--- src/rtl/qspi_rd_prefetch_pkg.sv ---
// Shared constants and FSM encoding for the QSPI read prefetcher.
package qspi_sim_pkg;

  localparam int ADDR_W_DEF   = 24;
  localparam int DATA_W       = 16;
  localparam int PF_DEPTH_DEF = 4;

  typedef enum logic [1:0] {
    ST_IDLE  = 2'd0,
    ST_FETCH = 2'd1,
    ST_DRAIN = 2'd2
  } pf_state_t;

endpackage

--- src/rtl/qspi_rd_prefetch_if.sv ---
// Bus bundle between the QSPI front end, the SDRAM read port and the byte serializer.
interface qspi_rd_prefetch_if
  import qspi_sim_pkg::*;
#(
  parameter int ADDR_W = ADDR_W_DEF
);

  logic [ADDR_W-1:0] req_addr;
  logic              req_valid;
  logic              abort;
  logic [ADDR_W-1:0] rd_addr;
  logic              rd_avalid;
  logic              rd_aready;
  logic [DATA_W-1:0] rd_data;
  logic              rd_valid;
  logic              rd_ready;
  logic [7:0]        byte_data;
  logic              byte_valid;
  logic              byte_ready;
  logic              busy;

  modport slave (
    input  req_addr, req_valid, abort, rd_aready, rd_data, rd_valid, byte_ready,
    output rd_addr, rd_avalid, rd_ready, byte_data, byte_valid, busy
  );

  modport master (
    output req_addr, req_valid, abort, rd_aready, rd_data, rd_valid, byte_ready,
    input  rd_addr, rd_avalid, rd_ready, byte_data, byte_valid, busy
  );

endinterface

--- src/rtl/qspi_rd_prefetch_fifo.sv ---
// Show-ahead word FIFO holding prefetched SDRAM words; flush clears it in one cycle.
module pf_word_fifo
  import qspi_sim_pkg::*;
#(
  parameter int DEPTH = PF_DEPTH_DEF,
  parameter int WIDTH = DATA_W
) (
  input  logic                   clk,
  input  logic                   rst,
  input  logic                   flush,
  input  logic                   push,
  input  logic [WIDTH-1:0]       wdata,
  input  logic                   pop,
  output logic [WIDTH-1:0]       rdata,
  output logic                   empty,
  output logic [$clog2(DEPTH):0] count
);

  localparam int AW = $clog2(DEPTH);
  localparam int CW = AW + 1;

  logic [WIDTH-1:0] mem [DEPTH];
  logic [AW-1:0]    wr_ptr;
  logic [AW-1:0]    rd_ptr;
  logic             do_push;
  logic             do_pop;

  // A pop frees a slot in the same cycle, so push-while-full succeeds alongside it.
  assign do_pop  = pop && (count != '0);
  assign do_push = push && ((count != CW'(DEPTH)) || do_pop);
  assign empty   = (count == '0);
  assign rdata   = mem[rd_ptr];

  // Pointer and occupancy tracking; flush has priority over any push or pop.
  always_ff @(posedge clk or posedge rst) begin
    if (rst) begin
      wr_ptr <= '0;
      rd_ptr <= '0;
      count  <= '0;
    end else if (flush) begin
      wr_ptr <= '0;
      rd_ptr <= '0;
      count  <= '0;
    end else begin
      if (do_push) wr_ptr <= wr_ptr + AW'(1);
      if (do_pop)  rd_ptr <= rd_ptr + AW'(1);
      count <= count + CW'(do_push) - CW'(do_pop);
    end
  end

  // Storage array needs no reset; the occupancy count guards every read.
  always_ff @(posedge clk) begin
    if (do_push && !flush) mem[wr_ptr] <= wdata;
  end

endmodule

--- src/rtl/qspi_rd_prefetch.sv ---
// Streams flash bytes to the QSPI serializer by prefetching 16-bit SDRAM words.
module qspi_rd_prefetch
  import qspi_sim_pkg::*;
#(
  parameter int PF_DEPTH = PF_DEPTH_DEF,
  parameter int ADDR_W   = ADDR_W_DEF
) (
  input  logic              clk,
  input  logic              rst,
  qspi_rd_prefetch_if.slave bus
);

  localparam int OW = $clog2(PF_DEPTH) + 1;
  localparam int SW = OW + 1;
  localparam int PW = ADDR_W - 1;

  pf_state_t         state;
  pf_state_t         state_next;
  logic [ADDR_W-1:0] word_ptr;
  logic              byte_sel;
  logic [OW-1:0]     outstanding;
  logic [OW-1:0]     outstanding_next;
  logic [OW-1:0]     fifo_count;
  logic [DATA_W-1:0] fifo_head;
  logic              fifo_empty;
  logic              fifo_flush;
  logic              fifo_push;
  logic              fifo_pop;
  logic              start;
  logic              credit_ok;
  logic              avalid;
  logic              rready;
  logic              bvalid;
  logic              issue;
  logic              ret;
  logic              byte_fire;

  // Requests in flight plus words already buffered can never exceed the FIFO depth.
  assign credit_ok = ({1'b0, outstanding} + {1'b0, fifo_count}) < SW'(PF_DEPTH);
  assign start     = (state == ST_IDLE) && bus.req_valid && !bus.abort;
  assign avalid    = (state == ST_FETCH) && credit_ok;
  assign rready    = (state != ST_IDLE);
  assign bvalid    = (state == ST_FETCH) && !fifo_empty;
  assign issue     = avalid && bus.rd_aready;
  assign ret       = bus.rd_valid && rready;
  assign byte_fire = bvalid && bus.byte_ready;

  assign fifo_flush = (state != ST_FETCH) || bus.abort;
  assign fifo_push  = (state == ST_FETCH) && ret;
  assign fifo_pop   = byte_fire && byte_sel;

  assign outstanding_next = outstanding + OW'(issue) - OW'(ret);

  assign bus.rd_addr    = word_ptr;
  assign bus.rd_avalid  = avalid;
  assign bus.rd_ready   = rready;
  assign bus.byte_valid = bvalid;
  assign bus.byte_data  = bvalid ? (byte_sel ? fifo_head[15:8] : fifo_head[7:0]) : 8'h00;
  assign bus.busy       = (state != ST_IDLE);

  pf_word_fifo #(
    .DEPTH (PF_DEPTH),
    .WIDTH (DATA_W)
  ) u_fifo (
    .clk   (clk),
    .rst   (rst),
    .flush (fifo_flush),
    .push  (fifo_push),
    .wdata (bus.rd_data),
    .pop   (fifo_pop),
    .rdata (fifo_head),
    .empty (fifo_empty),
    .count (fifo_count)
  );

  // State register.
  always_ff @(posedge clk or posedge rst) begin
    if (rst) state <= ST_IDLE;
    else     state <= state_next;
  end

  // Next state: abort leaves FETCH, via DRAIN only while reads are still owed.
  always_comb begin
    state_next = state;
    unique case (state)
      ST_IDLE:  if (start) state_next = ST_FETCH;
      ST_FETCH: if (bus.abort) state_next = (outstanding_next != '0) ? ST_DRAIN : ST_IDLE;
      ST_DRAIN: if (outstanding_next == '0) state_next = ST_IDLE;
      default:  state_next = ST_IDLE;
    endcase
  end

  // Word pointer wraps within the 23-bit word space; byte select walks even/odd bytes.
  always_ff @(posedge clk or posedge rst) begin
    if (rst) begin
      word_ptr    <= '0;
      byte_sel    <= 1'b0;
      outstanding <= '0;
    end else begin
      outstanding <= outstanding_next;
      if (start) begin
        word_ptr <= {1'b0, bus.req_addr[ADDR_W-1:1]};
        byte_sel <= bus.req_addr[0];
      end else begin
        if (issue)     word_ptr <= {1'b0, word_ptr[PW-1:0] + PW'(1)};
        if (byte_fire) byte_sel <= ~byte_sel;
      end
    end
  end

endmodule

--- src/flat_wrapper.sv ---
// flat-port wrapper written by rule: the top's interface ports become plain ports
module qspi_rd_prefetch_flat import qspi_sim_pkg::*;
#(
  parameter int PF_DEPTH = PF_DEPTH_DEF,
  parameter int ADDR_W   = ADDR_W_DEF
)
  (clk, rst, bus_req_addr, bus_req_valid, bus_abort, bus_rd_aready, bus_rd_data, bus_rd_valid, bus_byte_ready, bus_rd_addr, bus_rd_avalid, bus_rd_ready, bus_byte_data, bus_byte_valid, bus_busy);
  qspi_rd_prefetch_if #(.ADDR_W(ADDR_W)) bus_i ();
  input  logic clk;
  input  logic rst;
  input wire logic [$bits(bus_i.req_addr)-1:0] bus_req_addr;
  input wire logic [$bits(bus_i.req_valid)-1:0] bus_req_valid;
  input wire logic [$bits(bus_i.abort)-1:0] bus_abort;
  input wire logic [$bits(bus_i.rd_aready)-1:0] bus_rd_aready;
  input wire logic [$bits(bus_i.rd_data)-1:0] bus_rd_data;
  input wire logic [$bits(bus_i.rd_valid)-1:0] bus_rd_valid;
  input wire logic [$bits(bus_i.byte_ready)-1:0] bus_byte_ready;
  output wire logic [$bits(bus_i.rd_addr)-1:0] bus_rd_addr;
  output wire logic [$bits(bus_i.rd_avalid)-1:0] bus_rd_avalid;
  output wire logic [$bits(bus_i.rd_ready)-1:0] bus_rd_ready;
  output wire logic [$bits(bus_i.byte_data)-1:0] bus_byte_data;
  output wire logic [$bits(bus_i.byte_valid)-1:0] bus_byte_valid;
  output wire logic [$bits(bus_i.busy)-1:0] bus_busy;
  assign bus_i.req_addr = bus_req_addr;
  assign bus_i.req_valid = bus_req_valid;
  assign bus_i.abort = bus_abort;
  assign bus_i.rd_aready = bus_rd_aready;
  assign bus_i.rd_data = bus_rd_data;
  assign bus_i.rd_valid = bus_rd_valid;
  assign bus_i.byte_ready = bus_byte_ready;
  assign bus_rd_addr = bus_i.rd_addr;
  assign bus_rd_avalid = bus_i.rd_avalid;
  assign bus_rd_ready = bus_i.rd_ready;
  assign bus_byte_data = bus_i.byte_data;
  assign bus_byte_valid = bus_i.byte_valid;
  assign bus_busy = bus_i.busy;
  qspi_rd_prefetch #(.PF_DEPTH(PF_DEPTH), .ADDR_W(ADDR_W)) u_core (.clk(clk), .rst(rst), .bus(bus_i));
endmodule
--- config.mk ---
export PLATFORM = sky130hd
export DESIGN_NAME = qspi_rd_prefetch_flat
export DESIGN_NICKNAME = d
export VERILOG_FILES = /design/src/rtl/qspi_rd_prefetch_pkg.sv /design/src/rtl/qspi_rd_prefetch_if.sv /design/src/rtl/qspi_rd_prefetch_fifo.sv /design/src/rtl/qspi_rd_prefetch.sv /design/src/flat_wrapper.sv
export SDC_FILE = /design/constraint.sdc
export NUM_CORES = 1
export LEC_CHECK = 0
export CAP_MARGIN = 10
export CORE_MARGIN = 2
export CORE_UTILIZATION = 35
export DETAILED_ROUTE_END_ITERATION = 16
export PLACE_DENSITY = 0.62
export SLEW_MARGIN = 15
export SYNTH_ARGS = -nofsm -noshare
export SYNTH_HDL_FRONTEND = slang
export SYNTH_SLANG_ARGS = --single-unit
export TNS_END_PERCENT = 10
--- constraint.sdc ---
create_clock -name clk -period 3.9 [get_ports clk]
set_input_delay 0.39 -clock clk [delete_from_list [all_inputs] [get_ports clk]]
set_output_delay 0.39 -clock clk [all_outputs]
set_load 0.01 [all_outputs]
==> flow_summary.toml, run 1 <==
[setup_path]
r2r_cells = 6
reg2reg_to = "u_core.bus.rd_addr[22]"
cpPeakStageDelay_ps = 880
crit_chain = "mux4_2 -> mux2i_1 -> nor2_1 -> clkdlybuf4s50_1"
r2r-start = "u_core.u_fifo.count[2]"
cpLargestDelayFamily = "flip-flops"
r2r_setup_slack_ps = 1230
crit_type = "register to output pin"
slowest_stage = "dfrtp_1"
cp-end-kind = "output pin"
startpoint_type = "register"
required_ps = 3510
crit_fanout = 17
arrival_ps = 2320
path_buf_inv = 1

[clock_network]
clock_tree.buffer_depth = 2
clk_pin_slew_worst_paths_ps = 70
cts-root-buf = "clkbuf_16"
post_cts_buffers = 0
cts_resized = 0
cts.sinks = 100
worstSkewPairLatency_ps = 340
h-tree-depth = 3
cts_tree = "built"
cts_buffers = 9
cts_hold_buf = 0

[min_path]
min_from = "u_core.bus.rd_addr[0]"
hold_end = "u_core.bus.rd_addr[0]"
hp-class = "register to register"
min_path_cells = 1

[die]
row_count = 42
die_area_um2 = 14200
die_h_um = 119
pin_count = 83
die_width_um = 119
core_area_um2 = 13100
initial_core_util_pct = 35.4

[detailed_routing]
firstDrtPassIters = 4
drt-met1-wl_um = 4370
routed_via_density = 4.88
drt_iter0_drc = 193
top_layer_used = "met4"
vias = 2912
wl_per_cell_um = 16.2
wirelength_um = 9680
drc_errors = 0
ant_nets = 0
dr_wl_met2_um = 4980
wl_met3_um = 243

[cells_and_area]
final_util_pct = 45.2
diodes = 0
drive_above_1_share_pct = 15.0
stdcell_count = 597
final_nets = 476
areaGrowthSynthToFinish_pct = 27.6

[place]
place_hpwl_um = 6680
place_congestion = 0.775
place_inst = 581
port_buffers = 81
place_ws_ps = 875

[yosys]
synth_edf_count = 64
synthArstFlopShare_pct = 36.0
syn_area_um2 = 4650
synth_nets = 393
yosysUniqueCellTypes = 51
synth.avg_cell_area_um2 = 14.0
yosysSeqAreaShare_pct = 60.7
synth_seq_cells = 100
synth_cells = 333
yosys_warnings = 0
synth-main-ff-cell = "edfxtp_1"

[sta]
fmax_ghz = 0.369
setup-violations-final = 0
worst_pin_slew_ps = 945
min_period_ps = 2710
min_period_over_period_pct = 69.5
slew_headroom_pct = 37.0
layout_setup_ws_ps = 1190
timing.setup.tns_ps = 0
slew_violations = 0
finClkSkew_ps = 9.88
finalHoldViolCount = 0
rsz0062_at_grt = "false"

[run_status]
status = "finished, final reports clean"

[global_route]
grt_pass1_vias = 3005
overflow = 0
antenna_found_initial = 0
grt_max_degree = 34
grt_usage_pct = 14.4
grt_pass1_wl_um = 15900

[power_and_ir_drop]
leakagePower_nw = 2.09
vdd_drop_max_mv = 0.187
powerDensity_nw_per_um2 = 543

[run]
drv_cap = 0
## through the flow
step                instance area, µm²  hold WS (ps)  total power, mW
CTS                               5940           569             3.26
floorplan                         4650           489             1.97
global placement                  5660           553             2.41
finish                            5940           561             3.23
detailed placement                5660           560             2.43
global route                      5940           596             3.41
## flip-flops by register name, indices dropped and copies added, names as in the netlist
register              flops
u_core.u_fifo.mem        64
u_core.bus.rd_addr       23
u_core.outstanding        3
u_core.u_fifo.count       3
u_core.state              2
u_core.u_fifo.rd_ptr      2
u_core.u_fifo.wr_ptr      2
u_core.byte_sel           1
## cells in the final DEF (no fill, tap or decap), types with 8 or more instances in the layout
master / n
and3_1: 8
clkbuf_16: 9
clkdlybuf4s50_1: 81
dfrtp_1: 36
edfxtp_1: 64
ha_1: 11
inv_1: 13
mux2i_1: 8
mux4_2: 16
nand2_1: 29
nor2_1: 24
o21ai_1: 11
xnor2_1: 20
## area by class of cell
cell class	count	area, µm²
inverter	14	52.6
fill	1218	7200
clock buffer	10	229
timing repair buffer	88	863
multi-input combinational	203	1700
sequential	100	2820
tap	176	220
clock inverter	6	48.8
## report_power, final
group / switching (mW) / internal [mW]
combinational: 0.450 / 0.491
sequential: 0.171 / 1.29
clock: 0.390 / 0.440
total: 1.01 / 2.22
## worst max-delay path by stage
| stage | start | endpoint | slack (ps) | cells after the start |
|---|---|---|---|---|
| global placement | bus_byte_ready | u_core.u_fifo.count[2] | 970 | 12 |
| detailed placement | bus_byte_ready | u_core.u_fifo.count[2] | 880 | 12 |
| finish | u_core.u_fifo.rd_ptr[1] | bus_byte_data[7] | 1190 | 4 |
| CTS | u_core.u_fifo.rd_ptr[1] | bus_byte_data[6] | 1100 | 4 |
| floorplan | u_core.u_fifo.count[0] | u_core.u_fifo.count[2] | 1240 | 11 |
| global route | u_core.byte_sel | u_core.u_fifo.count[2] | 970 | 12 |
## metal layers
metal,global-route usage (%),up-vias
met1,18.9,1481
met4,4.19,0
met3,2.87,6
met2,24.2,36
li1,-,1389
met5,0,-
## cells by family (layout without fill, tap and decap cells)
| kind of cell | Yosys count | in the layout | share of synthesized area, % |
|---|---|---|---|
| other | 1 | 1 | 0.0806 |
| XOR/XNOR | 24 | 24 | 4.52 |
| multiplexers | 24 | 24 | 9.47 |
| AO/OA/AOI/OAI | 34 | 34 | 4.84 |
| buffers and inverters | 30 | 118 | 2.90 |
| flip-flops | 100 | 100 | 60.7 |
| adder cells (fa/ha/maj) | 13 | 13 | 3.82 |
| AND/OR/NAND/NOR | 107 | 107 | 13.7 |
## synth_stat cells (2+ instances only)
| cell type | number | share of area (%) |
|---|---|---|
| dfrtp_1 | 36 | 19 |
| nor4_2 | 7 | 1.9 |
| nand4_1 | 4 | 0.54 |
| o21ai_1 | 11 | 1.2 |
| and3_1 | 8 | 1.1 |
| fa_1 | 2 | 0.86 |
| nor2b_1 | 3 | 0.40 |
| edfxtp_1 | 64 | 41 |
| nand2_1 | 29 | 2.3 |
| xor2_1 | 4 | 0.75 |
| xnor2_1 | 20 | 3.8 |
| buf_1 | 2 | 0.16 |
| o21ai_0 | 2 | 0.22 |
| nor4b_2 | 2 | 0.65 |
| nor4_4 | 2 | 0.91 |
| a211oi_1 | 4 | 0.65 |
| nand3_1 | 7 | 0.75 |
| buf_2 | 6 | 0.65 |
| a311oi_1 | 2 | 0.38 |
| mux4_2 | 16 | 7.7 |
| mux2i_1 | 8 | 1.7 |
| buf_4 | 2 | 0.32 |
| and2_1 | 3 | 0.40 |
| clkbuf_1 | 5 | 0.40 |
| o21ai_2 | 5 | 0.94 |
| nor2_1 | 24 | 1.9 |
| inv_1 | 13 | 1.0 |
| nor3_1 | 6 | 0.65 |
| a21oi_1 | 4 | 0.43 |
| ha_1 | 11 | 3.0 |
(Power assumes the default switching activity.)
==> run 2, diff against run 1 <==
PLACE_DENSITY = 0.64   (was 0.62)
clock period = 2.4 ns   (was 3.9 ns; I/O delays follow)
==> flow_summary.toml, run 2 (synthesis results as in run 1) <==
[sta]
worst_pin_slew_ps = 560
layout_setup_ws_ps = 81.7
finalHoldViolCount = 0
slew_violations = 0
setup-violations-final = 0
fmax_ghz = 0.431
timing.setup.tns_ps = 0
slew_headroom_pct = 62.6
whs_ps = 299
min_period_ps = 2320
rsz0062_at_grt = "true"
min_period_over_period_pct = 96.6
finClkSkew_ps = 8.38

[place]
port_buffers = 81
place_inst = 593
place_hpwl_um = 6510
place_congestion = 0.830
place_ws_ps = -122
placed_cell_area_um2 = 5810

[cells_and_area]
stdcell_count = 621
final_cell_mix = "74 x clkdlybuf4s50_1, 64 x edfxtp_1, 33 x dfrtp_1, 30 x buf_4, 29 x nand2_1"
largest_reg_flops = 64
drive_above_1_share_pct = 22.5
diodes = 0
fill_cells = 1180
areaGrowthSynthToFinish_pct = 33.2
finalInstanceArea_um2 = 6200
final_util_pct = 47.2
top_register = "u_core.u_fifo.mem"
final_nets = 500
final_common_cell = "clkdlybuf4s50_1"

[global_route]
overflow = 0
grt_usage_pct = 14.4
grt_max_degree = 37
grt_pass1_wl_um = 16000
antenna_found_initial = 0
grt_pass1_vias = 3120

[detailed_routing]
vias = 2995
wirelength_um = 9620
routed_via_density = 4.82
drt_iter0_drc = 259
firstDrtPassIters = 4
wl_per_cell_um = 15.5
ant_nets = 0
drc_errors = 0

[setup_path]
required_ps = 2620
path_buf_inv = 3
r2r_setup_slack_ps = 80
crit_type = "register to register"
cp-end-kind = "register"
crit_path_frequent_cell = "inv_2"
cpPeakStageDelay_ps = 450
arrival_ps = 2540
slowest_stage = "dfrtp_2"
startpoint_type = "register"
crit_fanout = 4
crit_chain = "o31ai_4 -> inv_2 -> and3_4 -> ha_4 -> inv_2 -> ha_4 -> inv_2 -> fa_2 -> xor2_1 -> xnor2_1 -> nor2_1"
cpLargestDelayFamily = "adder cells"

[clock_network]
cts_tree = "built"
clock_tree.buffer_depth = 2
clk_pin_slew_worst_paths_ps = 70
worstSkewPairLatency_ps = 350
cts-root-buf = "clkbuf_16"
h-tree-depth = 3
cts.sinks = 100
cts_buffers = 9
cts_hold_buf = 0

[die]
die_h_um = 119
pin_count = 83
die_area_um2 = 14200
initial_core_util_pct = 35.4
row_count = 42
die_width_um = 119
core_area_um2 = 13100

[power_and_ir_drop]
powerDensity_nw_per_um2 = 860
finalPower_mw = 5.33
leakagePower_nw = 2.30
vdd_drop_max_mv = 0.458

[min_path]
hp-class = "primary input to async pin"

[run_status]
status = "finished, final reports clean"

[run]
drv_cap = 0
run 2: path summary, 6_finish.rpt:
check,startpoint,to,depth (start not counted)
min reg2reg,u_core.bus.rd_addr[0],u_core.bus.rd_addr[0],1
max in group asynchronous,rst,u_core.u_fifo.count[0],3
max reg2reg,u_core.u_fifo.count[0],u_core.u_fifo.count[2],11
min in group clk,bus_req_addr[12],u_core.bus.rd_addr[11],3
max,u_core.u_fifo.count[0],u_core.u_fifo.count[2],11
min,rst,u_core.bus.rd_addr[19],3
run 2: cell type report:
cell class                 instances  area, µm²  share of cell area [%]
clock buffer                       9        225                    3.63
tap                              176        220                    3.55
timing repair buffer             112       1060                    17.1
multi-input combinational        203       1750                    28.3
sequential                       100       2830                    45.6
clock inverter                     7       62.6                    1.01
inverter                          14       52.6                   0.848
run 2: timing repair:
action                     CTS  global route
setup endpoints to repair    5             7
setup buffers                1            11
gates cloned                 0             0
gates resized for setup      4             7
pin swaps                    0             2
run 2: where the power goes:
part / total [mW] / switching (mW) / internal [mW]
registers: 2.37 / 0.284 / 2.09
clock network: 1.42 / 0.687 / 0.729
logic: 1.54 / 0.719 / 0.824
run 2: worst register-to-register path, stage by stage, from the launching register on:
cell and delay (ps):
dfrtp_2 450, o31ai_4 280, inv_2 80, and3_4 190
ha_4 230, inv_2 70, ha_4 130, inv_2 40
fa_2 370, xor2_1 160, xnor2_1 140, nor2_1 60
run 2: per-layer routing:
layer  global-route usage [%]  routed length, µm  up-vias
met5                        0                  0        -
met1                     18.8               4260     1489
met3                     3.26                358       10
met4                     4.85                121        0
met2                     23.9               4880       51
li1                         -                  -     1445
==> run 3, diff against run 2 <==
CAP_MARGIN = unset   (was 10)
CTS_CLUSTER_DIAMETER = 40   (was unset)
==> results of run 3 <==
No change in the layout: final DEF, timing and power equal those of run 2.
==> RTL change (config.mk and constraints of run 2) <==
Set the package constant `ADDR_W_DEF` to 12 (it was 24).
--- a/src/rtl/qspi_rd_prefetch_pkg.sv
+++ b/src/rtl/qspi_rd_prefetch_pkg.sv
@@ -2,5 +2,5 @@
 package qspi_sim_pkg;
 
-  localparam int ADDR_W_DEF   = 24;
+  localparam int ADDR_W_DEF   = 12;
   localparam int DATA_W       = 16;
   localparam int PF_DEPTH_DEF = 4;
Interface: changed (resized bus_rd_addr and bus_req_addr); port bits go from 83 to 59. The function was not compared with the original's and may differ.
==> RTL change against run 2 <==
Total power is 20% lower. Non-clock buffer count down 32. Sequential share of layout area increased by 3.4 points. Worst setup slack better by 0.024 ns. Design area is 17% lower. Largest power group unchanged. Sequential cell count shrank 12. Sequential power fell by 18%. Synthesized area decreased by 15%. Count of clock-buffer cells in the layout grew 1. Routed wire length decreased by 24%.
==> RTL change: results (changes against run 2) <==
* Placed Cells at 455 (-23%)
* Routed WL at 7310 um (-24%)
* Ratio of cells with drive above 1 in the final layout at 18.40% (-4.1 points)
* Vias in the first global route at 2358 (-24%)
* Worst hold path class: in2async
* Syn_nets at 300 (-24%)
* Slowest CP cell: mux4_2
* Sequential share of the synthesized area at 64.02% (+3.4 points)
* Number of vias per cell at 4.753 (-1.5%)
* Dpl hpwl at 4955 um (-24%)
* Number of fillers in the final layout at 964 (-18%)
* Worst-path fanout max at 13 (+9)
* Top cells by area, synth: edfxtp_1 (49%), dfrtp_1 (15%), mux4_2 (5.7%)
* Clk Latency, worst-skew pair at 0.33 ns (-0.02 ns)
* Synthesized instance count at 252 (-24%)
* Routability cong. at 0.7730 (-6.9%)
* First-pass GRT wire length at 11630 um (-27%)
* Largest net degree at the start of global routing at 25 (-32%)
* Worst vdd ir at 0.3526 mV (-23%)
* Library cells used by synthesis at 37 (-27%)
* Port Buf Inserts at 57 (-30%)
* Status: finished, final reports clean
* Detailed Route Iter0 Violations at 129 (-50%)
* Top post-synthesis cells by count: edfxtp_1 (64), dfrtp_1 (24), nor2_1 (19)
* Placed cell area at 0.004793 mm2 (-17%)
* Ys async rst share at 27.27% (-8.7 points)
* Final nets at 380 (-24%)
* Crit path arrival time at 2.05 ns (-0.49 ns)
* Clock Skew at 0.005185 ns (-0.003191 ns)
* FF-to-FF setup slack at 0.19 ns (+0.11 ns)
* Tot GR Track Use at 13.04% (-1.4 points)
* R2R Path Start: u_core.u_fifo.count[1]
* R2R cell count at 10 (-1)
## RTL change: how the worst max path moves through the flow
stage                     slack (ns)               startpoint                      to
after floorplan                 0.06   u_core.u_fifo.count[1]  u_core.u_fifo.count[2]
after global placement          0.01           bus_byte_ready  u_core.u_fifo.count[2]
after detailed placement       -0.06           bus_byte_ready  u_core.u_fifo.count[2]
after CTS                      0.008  u_core.u_fifo.rd_ptr[0]        bus_byte_data[3]
after global routing           0.009  u_core.u_fifo.rd_ptr[0]        bus_byte_data[1]
final                           0.11  u_core.u_fifo.rd_ptr[0]        bus_byte_data[3]
## RTL change: final cells by class
cell class	instances	share of cell area [%]
Sequential cell	88	48.99
Multi-Input combinational cell	140	25.01
Tap cell	140	3.399
Inverter	13	0.9468
Clock inverter	6	1.360
Timing Repair Buffer	80	15.85
Clock buffer	10	4.443
## RTL change: timing repair
action / CTS / global route
endpoints found under the setup margin: 8 / 4
pin swaps: 0 / 0
setup buffers: 0 / 6
gates resized for setup: 6 / 4
## RTL change: kinds of logic (layout without fill, tap and decap cells)
family | count (synthesis) | in the layout | synth area share, %
simple gates | 69 | 69 | 9.241
fa+ha+maj | 13 | 13 | 4.509
flops | 88 | 88 | 64.02
compound gates | 14 | 14 | 2.763
xor+xnor | 18 | 18 | 4.001
buf+inv | 24 | 109 | 3.334
other cells | 1 | 1 | 0.09518
mux | 25 | 25 | 12.04
## RTL change: metrics by stage
stage	setup WS, ns	hold WS [ns]
6_report	0.1060	0.2747
5_1_grt	0.008862	0.3458
4_1_cts	0.007624	0.2789
3_5_place_dp	-0.05668	0.5664
3_3_place_gp	0.01410	0.5533
2_1_floorplan	0.06140	0.2546
## RTL change: routing by layer
layer / vias to the layer above / routed length [um] / global-route usage [%] / share of wire [%]
li1: 1087 / - / - / -
met1: 1143 / 3159 / 16.15 / 43
met2: 30 / 3805 / 21.65 / 52
met3: 7 / 257 / 3.351 / 3.5
met4: 0 / 88 / 5.625 / 1.2
met5: - / 0 / 0 / 0
## RTL change: power breakdown
group | total [uW] | switching (uW) | internal, uW
logic | 981 | 452 | 529
clock network | 1370 | 556 | 811
registers | 1940 | 148 | 1800
total | 4290 | 1160 | 3140
## RTL change: tightest hold or removal path, delay by kind of cell
kind / cells / cell delay (ns)
buffers and inverters: 3 / 0.76
